**config.mk**
```make
export PLATFORM = sky130hd
export DESIGN_NAME = wb_slave_ram
export DESIGN_NICKNAME = d
export VERILOG_FILES = /design/src/rtl/wb_slave_ram.sv
export SDC_FILE = /design/constraint.sdc
export NUM_CORES = 1
export LEC_CHECK = 0
export CORE_ASPECT_RATIO = 1.1
export CORE_UTILIZATION = 25
export DETAILED_ROUTE_END_ITERATION = 10
export GPL_TIMING_DRIVEN = 0
export PLACE_DENSITY = 0.52
export SLEW_MARGIN = 20
export SYNTH_ARGS = -nofsm -noshare
export SYNTH_HDL_FRONTEND = slang
export SYNTH_SLANG_ARGS = --single-unit
```
**constraint.sdc**
```tcl
create_clock -name clk_i -period 5.6 [get_ports clk_i]
set_input_delay 0.84 -clock clk_i [delete_from_list [all_inputs] [get_ports clk_i]]
set_output_delay 0.84 -clock clk_i [all_outputs]
set_load 0.01 [all_outputs]
```
**src/rtl/wb_slave_ram.sv**
```systemverilog
// wb_slave_ram: Wishbone B4 classic single-port word-addressed RAM slave.
// Answers single read and single write cycles with a registered ack_o
// after WAIT_STATES extra cycles, and with err_o for out-of-window addresses.
// Optional byte-lane writes are enabled by defining WB_SLAVE_RAM_SEL_EN;
// without it sel_i is ignored and every write updates the full word.

module wb_slave_ram #(
   parameter int ADDR_WIDTH  = 16,
   parameter int DATA_WIDTH  = 32,
   parameter int BASE_ADDR   = 0,
   parameter int DEPTH       = 16,
   parameter int WAIT_STATES = 0
) (
   input  logic                    clk_i,
   input  logic                    rst_i,
   input  logic                    cyc_i,
   input  logic                    stb_i,
   input  logic                    we_i,
   input  logic [ADDR_WIDTH-1:0]   adr_i,
   input  logic [DATA_WIDTH-1:0]   dat_i,
   input  logic [DATA_WIDTH/8-1:0] sel_i,
   output logic [DATA_WIDTH-1:0]   dat_o,
   output logic                    ack_o,
   output logic                    err_o
);

   localparam int IDX_W     = (DEPTH > 1) ? $clog2(DEPTH) : 1;
   localparam int NUM_LANES = DATA_WIDTH / 8;

   // Window bounds are held one bit wider than the address so that
   // BASE_ADDR+DEPTH never wraps back into the low address range.
   localparam logic [ADDR_WIDTH:0] WIN_LO    = (ADDR_WIDTH+1)'(BASE_ADDR);
   localparam logic [ADDR_WIDTH:0] WIN_SIZE  = (ADDR_WIDTH+1)'(DEPTH);
   localparam logic [3:0]          WAIT_LOAD = 4'((WAIT_STATES > 0) ? WAIT_STATES - 1 : 0);

   typedef enum logic [1:0] {
      ST_IDLE,
      ST_WAIT,
      ST_RESP
   } state_t;

   state_t state, next_state;
   logic [3:0] wait_cnt, next_wait_cnt;

   logic request;
   logic enter_resp;
   logic do_write;
   logic addr_hit;

   logic [ADDR_WIDTH:0] adr_ext;
   logic [ADDR_WIDTH:0] adr_offset;
   logic [IDX_W-1:0]    word_idx;

   // Storage starts all-zero at configuration and is never cleared by reset.
   logic [DATA_WIDTH-1:0] mem [DEPTH] = '{default: '0};

   assign request = cyc_i & stb_i;

   // Address decode: an address below the base wraps to a huge offset, so a
   // single unsigned compare against the window size covers both bounds.
   always_comb begin
      adr_ext    = {1'b0, adr_i};
      adr_offset = adr_ext - WIN_LO;
      addr_hit   = (adr_offset < WIN_SIZE);
      word_idx   = adr_offset[IDX_W-1:0];
   end

   // Next-state logic: count wait states, abort if the master withdraws,
   // and always return to idle one cycle after responding.
   always_comb begin
      next_state    = state;
      next_wait_cnt = wait_cnt;
      enter_resp    = 1'b0;
      case (state)
         ST_IDLE: begin
            if (request) begin
               if (WAIT_STATES == 0) begin
                  next_state = ST_RESP;
                  enter_resp = 1'b1;
               end else begin
                  next_state    = ST_WAIT;
                  next_wait_cnt = WAIT_LOAD;
               end
            end
         end
         ST_WAIT: begin
            if (!request) begin
               next_state    = ST_IDLE;
               next_wait_cnt = 4'd0;
            end else if (wait_cnt == 4'd0) begin
               next_state = ST_RESP;
               enter_resp = 1'b1;
            end else begin
               next_wait_cnt = wait_cnt - 4'd1;
            end
         end
         ST_RESP: begin
            next_state = ST_IDLE;
         end
         default: begin
            next_state    = ST_IDLE;
            next_wait_cnt = 4'd0;
         end
      endcase
      do_write = enter_resp & addr_hit & we_i;
   end

   // State, counter and registered bus responses; reset drops any response.
   always_ff @(posedge clk_i) begin
      if (rst_i) begin
         state    <= ST_IDLE;
         wait_cnt <= 4'd0;
         ack_o    <= 1'b0;
         err_o    <= 1'b0;
         dat_o    <= '0;
      end else begin
         state    <= next_state;
         wait_cnt <= next_wait_cnt;
         ack_o    <= enter_resp & addr_hit;
         err_o    <= enter_resp & ~addr_hit;
         if (enter_resp && addr_hit && !we_i) begin
            dat_o <= mem[word_idx];
         end
      end
   end

`ifdef WB_SLAVE_RAM_SEL_EN
   // Memory write port: only the selected byte lanes are updated.
   always_ff @(posedge clk_i) begin
      if (!rst_i && do_write) begin
         for (int k = 0; k < NUM_LANES; k++) begin
            if (sel_i[k]) begin
               mem[word_idx][8*k +: 8] <= dat_i[8*k +: 8];
            end
         end
      end
   end
`else
   logic unused_sel;
   assign unused_sel = ^sel_i;

   // Memory write port: the whole word is replaced on every write.
   always_ff @(posedge clk_i) begin
      if (!rst_i && do_write) begin
         mem[word_idx] <= dat_i;
      end
   end
`endif

endmodule
```
## Word level (Yosys, flattened, before mapping)

Memories as Yosys holds them, arrays and structs flattened. A register that Yosys moved wholly into a read port is not among the register bits.
Cells that the tools add are included.

- Flip-flop bits (word level): 8
- RAM bits: 512
- Input port bits: 57
- Output and inout bits: 34
- Logic and storage cells: 41
- Memories: 1

Memories:

| memory | depth | bits a word | read ports | clocked after memory_dff | wr ports | RTL line | text |
|---|---|---|---|---|---|---|---|
| mem | 16 | 32 | 1 | 1 | 1 | 55 | `logic [DATA_WIDTH-1:0] mem [DEPTH] = '{default: '0};` |

- Magnitude comparators: 1
- Multiplexer cells: 13
- Reduce and logical (&&, ||, !) cells: 10
- Bitwise logic cells: 6
- Add/subtract/negate cells: 1
- Eq/ne operators: 5

Operator list:

| kind | count |
|---|---|
| $lt A16 B5 Y1 const B | 1 |
| $mux W4 | 2 |
| $pmux W4 S2 | 1 |
| $mux W2 | 3 |
| $ne A3 B3 Y1 const B | 2 |
| $mux W1 | 5 |
| $and A1 B1 Y1 | 4 |
| $logic_not A4 Y1 | 1 |
| $pmux W2 S2 | 1 |
| $reduce_and A2 Y1 | 2 |
| $sub A4 B1 Y4 const B | 1 |
| $logic_and A1 B1 Y1 | 3 |
| $eq A2 B1 Y1 const B | 1 |
| $eq A2 B2 Y1 const B | 1 |
| $logic_not A1 Y1 | 2 |
| $logic_not A2 Y1 | 1 |
| $ne A2 B2 Y1 const B | 1 |
| $not A1 Y1 | 2 |
| $pmux W1 S2 | 1 |
| $reduce_or A2 Y1 | 1 |

## Logic depth before layout (Yosys ltp)

- Depth after elaboration: 9
- Gate-level depth with buffers: 8
- Depth with buffers taken out: 4

## Least setup slack after synthesis

OpenSTA, ideal clock, no wires.

- Path kind: in2reg
- From: in adr_i[15]
- To: mem mem[0][0] (enable)
- Path buffers: 1
- Library setup time: 0.501 ns
- Arrival: 5.001 ns
- Slack: 0.098 ns
- Cell stages on the path: 5
- Required time: 5.099 ns
- Path through: nor4_1 -> nand3_1 -> or3_1 -> clkbuf_1 -> nor4_1

- Cells in the longest elaborated chain, start to end: 6

RTL lines:

| element | RTL line | text |
|---|---|---|
| start: declaration | 19 | `input logic [ADDR_WIDTH-1:0] adr_i,` |
| $lt A16 B5 Y1 | 64 | `addr_hit = (adr_offset < WIN_SIZE);` |
| $and A1 B1 Y1 (2 in a row) | 105 | `do_write = enter_resp & addr_hit & we_i;` |
| $logic_and A1 B1 Y1 | 144 | `if (!rst_i && do_write) begin` |
| $mux W1 | 144 |  |
| $mux W1 (implied by the code) | 145 | `mem[word_idx] <= dat_i;` |
| end: declaration | 55 |  |

No other way between the ends.

## Final worst setup path

- From: in adr_i[12]
- To: mem mem[0][7] (enable)

Same word-level chain as after synthesis.

==> results.txt <==
----------------------------------------------------
[Pwr]
  LEAKAGE ... 8.213 nW
  PD cells ... 335.2 nW/um^2
  Worst VDD drop ... around 240 uV

[Routing]
  Antenna violation net count after detailed routing ... 0
  Total number of vias ... 10,709
  Detail-routed net length per standard cell ... 23.67 microns
  Vias/cell ... roughly 4.6
  Detailed-routing iteration count for the pre-antenna-repair pass ... 5
  Iteration-0 DRC Markers ... just over 1,000
  Total length of routed wires ... roughly 55,000 microns
  Remaining design rule violation count ... 0

[Setup path]
  Worst Setup Path Type ... in2reg
  CP required ... 5.92 ns
  Maximum fanout count along the critical path ... 6
  Arrival time at the worst endpoint ... 4.13 ns
  Slowest cell on crit path ... sky130_fd_sc_hd__nor4_2
  Worst path max stage delay ... 0.63 ns
  CP most frequent cell ... sky130_fd_sc_hd__buf_2
  Capturing element type of the critical path ... register
  Critical-path cell list ... clkdlybuf4s50_1, nor4_1, nand3_1, or3_1, clkbuf_1, nor4_2, buf_2, buf_2, buf_2
  Critical path launch point type ... primary input

[Finish]
  Commonest non-fill, non-tap cell in the layout ... sky130_fd_sc_hd__edfxtp_1
  Antenna diode count ... 0
  Most frequent cells in the layout ... 512 x sky130_fd_sc_hd__edfxtp_1, 126 x sky130_fd_sc_hd__mux4_2, 84 x sky130_fd_sc_hd__clkdlybuf4s50_1
  Final layout net count ... 1,243
  Fraction of layout cells with a size suffix above 1 ... 26.09%
  Layout area overhead ... 22.52%

[Placement]
  Half-perimeter wire length after detailed placement ... 36,950 microns
  Worst setup timing slack at the placement stage ... 1.131 ns
  Final RePlAce weighted congestion ... a little over 0.7
  Port Buffer Count ... 84

[CTS]
  Num Clock Sinks ... 547
  Setup repair bufs after CTS ... 0
  Maximum number of buffers from clock root to sink ... 3
  Cell at the root of the clock tree ... sky130_fd_sc_hd__clkbuf_16
  Total CTS buffers ... 57
  H-Tree Level Count ... 2
  Clock transition at the registers of the reported paths ... 0.06 ns
  Post-cts gate resize count ... 0
  CTS hold repair buffers ... 0
  CTS tree ... yes
  Worst-skew pair later-pin latency ... 0.63 ns

[Timing]
  RSZ-0062 raised after global routing ... false
  Fin crit share ... 67.99%
  Fin. Hold Viols ... 0
  Fin crit period ... 3.808 ns
  Max frequency ... 262.6 MHz
  Number of slew-limit violations in the final report ... 0
  Setup Viol. Count Final ... 0
  Slew headroom ... 27.34%
  Setup skew after layout ... 0.01893 ns
  Final setup margin ... between 1.5 and 2 ns
  Total Neg Setup Slack ... 0 ns
  Worst-Margin Slew ... between 1 and 1.5 ns

[Die]
  Width of the die ... 278.3 microns
  Initial standard-cell utilization of the core ... 25.24%
  Total core area ... just over 80,000 sq um
  Die Outline Area ... ~85,000 sq um
  Boundary Pins ... 91
  # rows ... between 100 and 150
  Die height ... between 300 and 400 microns

[Synthesis]
  Commonest register cell after synthesis ... sky130_fd_sc_hd__edfxtp_1
  Unique masters post-synth ... 34
  Synthesis Warnings ... 0
  Sequential share of the synthesized area ... 76.57%
  Fraction of synthesis flops using an asynchronous set or reset pin ... 0%
  Post-synthesis net count ... approximately 1,000
  Synthesized area per cell ... 21.56 sq um
  Number of synthesized flops with an enable pin ... about 510
  Netlist area before placement ... 21,000 sq um
  Instance count of the mapped netlist ... 974
  Synthesized flop and latch total ... 547

[GRT]
  Met1 global-route usage ... approximately 17%
  Met3 demand-to-capacity share in global routing ... under 10%
  Global-route congestion overflow total ... 0
  GR peak layer ... met2
  Initial antenna violation count ... 2
  Global-route wire length before repair ... 79,220 microns
  Largest net degree at the start of global routing ... 33
  Number of global-route vias before repair ... about 11,000
  Met2 usage in global routing ... 21.49%
  Global Route Usage Sum ... 12.84%

[Flow run]
  Total of max-cap violations ... 0

[Worst hold path]
  Class of the tightest hold or removal check ... reg2reg

[Outcome]
  Status ... complete, no violations

----------------------------------------------------
## report_power, final
group / internal [mW] / switching [mW] / leakage [nW] / total, mW
registers: 4.47 / 0.000194 / 4.88 / 4.47
logic: 0.148 / 0.208 / 2.40 / 0.356
clock network: 2.23 / 1.57 / 0.928 / 3.80
## state kept, by name, indices dropped and copies added, names as in the netlist
register	cells
ack_o	1
state	1
mem	512
dat_o	32
err_o	1
## metal layers
layer  vias up  wire length (microns)
met4         2                   1088
met1      5764                  23480
met5         -                     17
li1       4560                      -
met2       313                  27010
met3        70                   3016
## worst paths after layout
check,startpoint,endpoint,slack [ns],cells after the start
worst max-delay path,adr_i[12],mem[0][7],1.79,9
worst min-delay path,dat_o[22],dat_o[22],0.50,2
worst min register to register,dat_o[22],dat_o[22],0.50,2
worst max register to register,state[1],mem[0][7],2.51,8
## synthesized netlist by cell type (all sizes together), types with 2 or more instances
library cell,count,area [sq um]
or3,33,206.5
nor3,12,60.06
nor2b,2,12.51
nand2,2,7.510
nor2,3,11.26
nor3b,31,232.7
nand2b,2,12.51
mux2i,64,640.6
buf,31,203.9
nor4,67,419.2
and3,4,25.02
edfxtp,512,15370
mux2,2,22.52
clkbuf,35,131.4
dfxtp,35,700.7
mux4,126,2838
## kinds of logic after synthesis
group	Yosys count	synth area share, %
flops	547	76.57
mux	192	16.67
simple gates	162	4.934
buf+inv	68	1.633
compound gates	5	0.1908
## critical path: cells and delay by family
kind	cells	cell delay, ns
and+or+nand+nor	4	1.84
buffers and inverters	5	1.44
## metrics by stage
step | hold slack (ns) | cells | area, sq um | power [mW] | util (%)
2_1_floorplan | 0.5184 | 974 | 21000 | 4.744 | -
3_3_place_gp | 0.5031 | 2131 | 23180 | 4.900 | 27.86
3_5_place_dp | 0.4984 | 2200 | 23830 | 4.912 | 28.64
4_1_cts | 0.5068 | 2307 | 25720 | 8.705 | 30.92
5_1_grt | 0.5570 | 2307 | 25720 | 8.874 | 30.92
6_report | 0.5043 | 2307 | 25720 | 8.622 | 30.92
## cell type report
| type | instances | area, sq um |
|---|---|---|
| Multi-Input combinational cell | 359 | 4648 |
| Timing Repair Buffer | 153 | 1418 |
| Buffer | 66 | 335.3 |
| Tap cell | 1073 | 1343 |
| Inverter | 2 | 7.507 |
| Sequential cell | 547 | 16080 |
| Clock buffer | 85 | 1612 |
| Clock inverter | 22 | 285.3 |
| Fill cell | 7931 | 57470 |
(Power assumes the default switching activity.)
